`config.mk`:
```
export PLATFORM = sky130hd
export DESIGN_NAME = ramp_conversion_counter
export DESIGN_NICKNAME = d
export VERILOG_FILES = /design/src/rtl/ramp_conversion_counter.sv
export SDC_FILE = /design/constraint.sdc
export NUM_CORES = 1
export LEC_CHECK = 0
export BUFFER_PORTS_ARGS = -buffer_cell sky130_fd_sc_hd__buf_2
export CAP_MARGIN = 10
export CORE_UTILIZATION = 56
export DETAILED_ROUTE_END_ITERATION = 10
export HOLD_SLACK_MARGIN = 0.15
export PLACE_DENSITY_LB_ADDON = 0.25
export SYNTH_ARGS = -nofsm -noshare
export SYNTH_HDL_FRONTEND = slang
export SYNTH_SLANG_ARGS = --single-unit
export TNS_END_PERCENT = 10
```
`constraint.sdc`:
```
create_clock -name clk -period 3.01 [get_ports clk]
set_input_delay 0.1505 -clock clk [delete_from_list [all_inputs] [get_ports clk]]
set_output_delay 0.1505 -clock clk [all_outputs]
set_load 0.01 [all_outputs]
```
`src/rtl/ramp_conversion_counter.sv`:
```
// Single-slope conversion controller: ramps a code to the DAC after a start request and
// captures the code on the first comparator crossing, flagging overflow at full scale.
module ramp_conversion_counter #(
    parameter int unsigned WIDTH     = 8,
    parameter int unsigned MAX_COUNT = 2**WIDTH - 1
) (
    input  logic             clk,
    input  logic             rst_n,
    input  logic             start,
    input  logic             cmp_edge,
    output logic             sampler_rst,
    output logic             busy,
    output logic [WIDTH-1:0] ramp_code,
    output logic             done,
    output logic [WIDTH-1:0] result,
    output logic             overflow
);

    localparam logic [WIDTH-1:0] MaxCode = WIDTH'(MAX_COUNT);

    typedef enum logic [1:0] {StIdle, StClear, StCount} state_e;

    state_e           state_q, state_d;
    logic [WIDTH-1:0] ramp_q, ramp_d;
    logic [WIDTH-1:0] result_q, result_d;
    logic             ovf_q, ovf_d;
    logic             done_q, done_d;
    logic             busy_q, busy_d;
    logic             srst_q, srst_d;

    always_comb begin
        state_d  = state_q;
        ramp_d   = ramp_q;
        result_d = result_q;
        ovf_d    = ovf_q;
        done_d   = 1'b0;
        case (state_q)
            StIdle: begin
                ramp_d = '0;
                if (start) begin
                    state_d = StClear;
                end
            end
            StClear: begin
                ramp_d  = '0;
                state_d = StCount;
            end
            StCount: begin
                // A crossing on the terminal code still counts as a crossing.
                if (cmp_edge || (ramp_q == MaxCode)) begin
                    result_d = ramp_q;
                    ovf_d    = ~cmp_edge;
                    done_d   = 1'b1;
                    state_d  = StIdle;
                    ramp_d   = '0;
                end else begin
                    ramp_d = ramp_q + WIDTH'(1);
                end
            end
            default: begin
                state_d = StIdle;
                ramp_d  = '0;
            end
        endcase
        // Outputs are registered, so derive them from the state being entered.
        busy_d = (state_d != StIdle);
        srst_d = (state_d != StCount);
    end

    always_ff @(posedge clk) begin
        if (!rst_n) begin
            state_q  <= StIdle;
            ramp_q   <= '0;
            result_q <= '0;
            ovf_q    <= 1'b0;
            done_q   <= 1'b0;
            busy_q   <= 1'b0;
            srst_q   <= 1'b1;
        end else begin
            state_q  <= state_d;
            ramp_q   <= ramp_d;
            result_q <= result_d;
            ovf_q    <= ovf_d;
            done_q   <= done_d;
            busy_q   <= busy_d;
            srst_q   <= srst_d;
        end
    end

    assign sampler_rst = srst_q;
    assign busy        = busy_q;
    assign ramp_code   = ramp_q;
    assign done        = done_q;
    assign result      = result_q;
    assign overflow    = ovf_q;

endmodule

```
==> flow_summary.toml, run 1 <==
[outcome]
run_status = "complete, no violations"

[synth]
syn_area_mm2 = 0.001110
asyncSetResetFlopFracSynth_pct = 0
synth_cell_type_count = 32
synth_common_cells = "22 x sky130_fd_sc_hd__dfxtp_1, 12 x sky130_fd_sc_hd__a21oi_1, 12 x sky130_fd_sc_hd__nand2_1, 10 x sky130_fd_sc_hd__inv_1"
post_synthesis_mean_instance_area_um2 = 8.808
synthDominantCellAreaShare_pct = 39.68
netlist.top_cell.by_area = "sky130_fd_sc_hd__dfxtp_1"
edff_count_synth = 0
ys_top_cells_by_area = "sky130_fd_sc_hd__dfxtp_1 40%, sky130_fd_sc_hd__mux2i_1 7.2%, sky130_fd_sc_hd__a221o_1 6.3%, sky130_fd_sc_hd__a21oi_1 5.4%, sky130_fd_sc_hd__nand3b_1 5.4%"
synth_cells = 126
synth_most_common_cell = "sky130_fd_sc_hd__dfxtp_1"
seq_area_frac_synth_pct = 39.68
synth_seq_cells = 22
most_instantiated_flip_flop_cell_in_the_synthesis_netlist = "sky130_fd_sc_hd__dfxtp_1"
syn-num-nets = 131
yosys_warnings = 0

[route]
post_route_drc_violation_count = 0
drt_iter0_markers = 34
wire_per_inst_um = 13.13
ratio_of_routed_vias_to_standard_cells = 5.795
detailedRoute.firstPassIterationCount = 5
vias = 991
ant_nets = 0
drt-total-wl_mm = 2.245

[worst_setup_path]
timing.critical_path.buf_inv = 0
arrival_ps = 1880
critical_path.top_delay_family = "simple AND/OR/NAND/NOR gates"
startpoint = "ramp_code[0]"
critical_r2r_launch = "ramp_code[0]"
critical-path-max-stage-delay_ps = 400
timing.setup.critical_path_class = "reg -> reg"
timing.critical_path.from_type = "flop"
crit_slowest_cell = "sky130_fd_sc_hd__dfxtp_1"
crit_path_cell_trace = "ha_1 > and3_1 > and2_4 > a221o_1"
critical_path_required_ps = 3210
cp_capture_type = "flop"
crit_fanout = 10

[sta]
post-route-period-util_pct = 55.83
max-slew-margin-rel_pct = 50.85
fmaxAchievable_ghz = 0.5950
transition_time_of_the_tightest_slew_check_pin_ps = 734.0
report.final.slew_viol_count = 0
setup-tns-final_ps = 0
timing.final.hold_violations = 0
clock_skew_ps = 6.173
finalCriticalPeriod_ps = 1681
rsz0062_at_grt = "false"
finalSetupViolations = 0

[floorplanning]
die_h_um = 46.52
floorplan.io_pins = 24
core_region_area_mm2 = 0.001783
design.die.area_mm2 = 0.002164
start_util_pct = 62.25
std_cell_rows = 15
die-width_um = 46.52

[power_and_ir_drop]
static-leakage-power_nw = 0.5468
vdd_drop_max_v = 0.0002736
pwr_cell_area_mw_per_mm2 = 392.5
p_total_mw = 0.4907

[layout]
fillCellCount = 145
fin_nets = 152
synth_to_final_area_change_pct = 12.63
layout-drive-gt1-share_pct = 21.23
finalCoreUtilization_pct = 70.11
insertedDiodeCount = 0

[clock_network]
clockBufferDepth = 2
tritoncts_clock_tree = "done"
post-cts-setup-buffer-count = 0
cts_root_buf = "sky130_fd_sc_hd__clkbuf_4"
clock_buffers_created_by_tritoncts = 3
clock-sinks = 22
worst_skew_pair_latency_ps = 310
cts_htree_levels = 1
clk_pin_slew_worst_paths_ps = 120

[global_routing]
grt.total_usage_pct = 22.81
grt_pass1_vias = 765
grt_first_pass_wirelength_mm = 3.574
grt_start_max_net_pins = 27
antenna_violations_before_repair = 0
gr-total-overflow = 0

[placed_design]
hpwl_mm = 1.513
gpl.final_weighted_congestion = 0.8330
port_buffer_cells = 23

[min_path]
min_from = "rst_n"
hold_path_class = "in -> reg"

[flow_run]
max_cap_violations = 0
-- area by class of cell --
cell class,instances,area [um2],share of cell area (%)
clock buffers,4,36.28,2.903
inverters,10,37.54,3.003
multi-input cells,86,579.3,46.35
flip-flops and latches,22,440.4,35.24
well taps,25,31.28,2.503
repair buffers,24,125.1,10.01
-- logic make-up (layout without fill, tap and decap cells) --
kind of cell               Yosys count  count (layout)  share of synthesized area (%)
AOI/OAI and AO/OA                   26              26                          16.46
DFF                                 22              22                          39.68
muxes                                8               8                          7.216
adders and majority gates            1               1                          1.127
buffers and inverters               18              38                          8.118
and+or+nand+nor                     48              48                          25.03
xor gates and xnor gates             3               3                          2.368
-- path summary, 6_finish.rpt --
| check | to | slack (ps) | cells past startpoint |
|---|---|---|---|
| hold reg to reg | overflow | 460 | 2 |
| setup / recovery | result[0] | 1330 | 4 |
| hold / removal | overflow | 240 | 3 |
| setup reg to reg | result[0] | 1330 | 4 |
-- worst register-to-register path, delay by kind of cell, from the launching register on --
kind | cells | cell delay (ps)
flip-flops | 1 | 400
AO/OA/AOI/OAI | 1 | 320
adder cells (fa/ha/maj) | 1 | 300
AND/OR/NAND/NOR | 2 | 560
-- state kept, by name, indices dropped and copies added (netlist names) --
| signal | cells |
|---|---|
| done | 1 |
| overflow | 1 |
| result | 8 |
| ramp_code | 8 |
| busy | 1 |
| state_q | 2 |
| sampler_rst | 1 |
-- timing repair --
action,4_1_cts,5_1_grt
hold endpoints to repair,2,0
endpoints found under the setup margin,0,0
hold buffers,1,0
gates resized for setup,0,0
-- per-layer routing --
metal / up-vias / GRT usage (%) / part of all wire, % / routed length [um]
met5: - / 0 / 0 / 0
met4: 0 / 7.059 / 1.1 / 25
met3: 6 / 2.353 / 4.6 / 103
met2: 37 / 35.28 / 49 / 1092
met1: 461 / 32.71 / 46 / 1023
li1: 487 / - / - / -
-- cells in the final DEF, fill, tap and decap left out, types with 2 or more instances in the layout --
cell and count:
sky130_fd_sc_hd__and3_1 8, sky130_fd_sc_hd__buf_2 23, sky130_fd_sc_hd__mux2i_1 8, sky130_fd_sc_hd__a21o_2 2, sky130_fd_sc_hd__nor2_1 5, sky130_fd_sc_hd__inv_1 10
sky130_fd_sc_hd__clkbuf_4 3, sky130_fd_sc_hd__o21ai_0 2, sky130_fd_sc_hd__nand2_1 12, sky130_fd_sc_hd__a21oi_1 12, sky130_fd_sc_hd__xor2_1 2, sky130_fd_sc_hd__nand3_1 5
sky130_fd_sc_hd__nand3b_1 8, sky130_fd_sc_hd__a221o_1 7, sky130_fd_sc_hd__dfxtp_1 22
-- where the power goes --
| group | leakage [nW] | total, mW | internal, mW | switching, mW |
|---|---|---|---|---|
| Clock | 0.0210 | 0.164 | 0.0738 | 0.0904 |
| Combinational | 0.348 | 0.0285 | 0.0117 | 0.0168 |
| Sequential | 0.178 | 0.298 | 0.295 | 0.00266 |
| Total | 0.547 | 0.491 | 0.381 | 0.110 |
-- per-stage QoR --
stage / worst slack, ps / hold WS (ps) / cells / area [um2]
finish: 1329 / 243.4 / 171 / 1250
global route: 1196 / 284.5 / 171 / 1250
CTS: 1337 / 244.0 / 171 / 1250
detailed placement: 1358 / 390.0 / 166 / 1204
global placement: 1419 / 377.2 / 166 / 1204
floorplan: 1356 / 282.8 / 126 / 1110
Note: power is estimated with default switching activity, not from simulation.
==> run 2: changes to the inputs <==
--- a/config.mk
+++ b/config.mk
@@ -5,9 +5,10 @@
 export SDC_FILE = /design/constraint.sdc
 export NUM_CORES = 1
 export LEC_CHECK = 0
+export ABC_AREA = 1
 export BUFFER_PORTS_ARGS = -buffer_cell sky130_fd_sc_hd__buf_2
 export CAP_MARGIN = 10
-export CORE_UTILIZATION = 56
+export CORE_UTILIZATION = 45
 export DETAILED_ROUTE_END_ITERATION = 10
 export HOLD_SLACK_MARGIN = 0.15
 export PLACE_DENSITY_LB_ADDON = 0.25
==> constraint.sdc (replaced) <==
create_clock -name clk -period 1.4 [get_ports clk]
set_input_delay 0.07 -clock clk [delete_from_list [all_inputs] [get_ports clk]]
set_output_delay 0.07 -clock clk [all_outputs]
set_load 0.01 [all_outputs]
==> flow_summary.toml, run 2 <==
[outcome]
run_status = "complete, no violations"

[clock_network]
cts_root_buf = "sky130_fd_sc_hd__clkbuf_4"
post-cts-setup-buffer-count = 0
tritoncts_clock_tree = "done"
worst_skew_pair_latency_ps = 300
cts_htree_levels = 1
clock_buffers_created_by_tritoncts = 3
clockBufferDepth = 2
clk_pin_slew_worst_paths_ps = 120
clock-sinks = 22

[layout]
area.sequential_um2 = 442.9
finalCoreUtilization_pct = 62.82
area_occupied_by_multi_input_gates_um2 = 415.4
mostFrequentLayoutCells = "23 x sky130_fd_sc_hd__nand2_1, 23 x sky130_fd_sc_hd__buf_2, 20 x sky130_fd_sc_hd__dfxtp_1, 18 x sky130_fd_sc_hd__inv_1, 14 x sky130_fd_sc_hd__nor2_1"
fin_nets = 164
layout-drive-gt1-share_pct = 30.38
synth_to_final_area_change_pct = 31.58
fillCellCount = 192
insertedDiodeCount = 0
layout.cells.non_filler = 185

[route]
vias = 836
wire_per_inst_um = 10.77
ant_nets = 0
drt_iter0_markers = 25
detailedRoute.firstPassIterationCount = 4
ratio_of_routed_vias_to_standard_cells = 4.519
drt-total-wl_mm = 1.993
post_route_drc_violation_count = 0

[placed_design]
port_buffer_cells = 23
gpl.final_weighted_congestion = 0.8416
hpwl_mm = 1.269
place_inst = 175

[synth]
synthDominantCellAreaShare_pct = 47.50
synth_most_common_cell = "sky130_fd_sc_hd__nand2_1"
seq_area_frac_synth_pct = 47.50
netlist.top_cell.by_area = "sky130_fd_sc_hd__dfxtp_1"
asyncSetResetFlopFracSynth_pct = 0
yosys_warnings = 0
ys_top_cells_by_area = "sky130_fd_sc_hd__dfxtp_1 48%, sky130_fd_sc_hd__nand2_1 9.7%, sky130_fd_sc_hd__inv_1 7.3%, sky130_fd_sc_hd__a21oi_1 6.5%, sky130_fd_sc_hd__nand3_1 6.5%"
synth_common_cells = "24 x sky130_fd_sc_hd__nand2_1, 22 x sky130_fd_sc_hd__dfxtp_1, 18 x sky130_fd_sc_hd__inv_1, 14 x sky130_fd_sc_hd__nor2_1"
most_instantiated_flip_flop_cell_in_the_synthesis_netlist = "sky130_fd_sc_hd__dfxtp_1"
syn-num-nets = 127
synth_cells = 122
edff_count_synth = 0
syn_area_um2 = 927.1
synth_seq_cells = 22
synth_cell_type_count = 22
post_synthesis_mean_instance_area_um2 = 7.600

[worst_setup_path]
crit_fanout = 2
reg2regPathDepth = 5
critical_r2r_launch = "state_q[1]"
startpoint = "state_q[1]"
cp-endpoint = "sampler_rst"
critical_path_required_ps = 1620
cp_capture_type = "flop"
reg2reg_slack_ps = 60
timing.critical_path.from_type = "flop"
reg2reg_to = "sampler_rst"
timing.setup.critical_path_class = "reg -> reg"
arrival_ps = 1560

[sta]
transition_time_of_the_tightest_slew_check_pin_ps = 309.1
report.final.slew_viol_count = 0
finalSetupViolations = 0
rsz0062_at_grt = "false"
finalCriticalPeriod_ps = 1340
timing.final.hold_violations = 0
clock_skew_ps = 4.440
fmaxAchievable_ghz = 0.7463
setup-tns-final_ps = 0
hold-worst-slack_ps = 140.8
post-route-period-util_pct = 95.70
max-slew-margin-rel_pct = 79.33

[floorplanning]
design.die.area_mm2 = 0.002246
std_cell_rows = 16
floorplan.io_pins = 24
die_h_um = 47.39
die-width_um = 47.39
core_region_area_mm2 = 0.001942
start_util_pct = 47.74

[power_and_ir_drop]
vdd_drop_max_v = 0.0007326
p_total_mw = 1.121
static-leakage-power_nw = 0.5519
pwr_cell_area_mw_per_mm2 = 919.3

[global_routing]
grt.total_usage_pct = 18.28
gr-total-overflow = 0
grt_start_max_net_pins = 19
antenna_violations_before_repair = 0
grt_first_pass_wirelength_mm = 2.829
grt_pass1_vias = 659

[flow_run]
max_cap_violations = 0

[min_path]
hold_path_class = "in -> reg"
## run 2: layout make-up
class / instances / area share (%)
repair buffers: 35 / 18.05
flip-flops and latches: 22 / 36.31
well taps: 27 / 2.769
multi-input cells: 78 / 34.05
clock buffers: 4 / 2.974
inverters: 19 / 5.846
## run 2: where the power goes
group / switching (mW) / internal, mW
logic: 0.0634 / 0.0498
clock network: 0.195 / 0.159
registers: 0.00968 / 0.645
total: 0.268 / 0.853
## run 2: what timing repair did
item / CTS / global route
hold endpoints to repair: 12 / 0
gates resized for setup: 0 / 6
setup endpoints to repair: 0 / 21
hold buffers: 6 / 0
## run 2: routing by layer
layer,vias up,share of wire (%),GRT usage [%]
met4,0,0.45,5.143
met2,17,47,29.04
met1,359,49,25.17
met3,2,3.1,3.462
li1,458,-,-
met5,-,0,0
## run 2: through the flow
step           setup slack, ps  cell area [um2]
6_report                 60.14             1220
5_1_grt                  2.521             1220
4_1_cts                  15.84             1191
3_5_place_dp             92.29             1095
3_3_place_gp             151.9             1095
2_1_floorplan            50.81            927.1
## run 2: worst min path at each step
stage / from / to / slack [ps] / cells after the start
after floorplan: start / state_q[0] / 190 / 2
after global placement: start / state_q[0] / 300 / 3
after detailed placement: start / state_q[0] / 310 / 3
after CTS: rst_n / busy / 180 / 4
after global routing: rst_n / ramp_code[7] / 160 / 3
final: rst_n / ramp_code[0] / 140 / 3
## run 2: critical path: stages, from the launching register on
cell	delay, ps
sky130_fd_sc_hd__dfxtp_1	350
sky130_fd_sc_hd__inv_1	120
sky130_fd_sc_hd__nand3_1	70
sky130_fd_sc_hd__dlygate4sd3_1	590
sky130_fd_sc_hd__nand2_1	90
sky130_fd_sc_hd__inv_1	40
## run 2: logic make-up after synthesis
kind of cell / after synthesis / synth area share [%]
fa+ha+maj: 1 / 1.349
simple gates: 62 / 31.71
compound gates: 15 / 8.907
buf+inv: 22 / 10.52
flops: 22 / 47.50
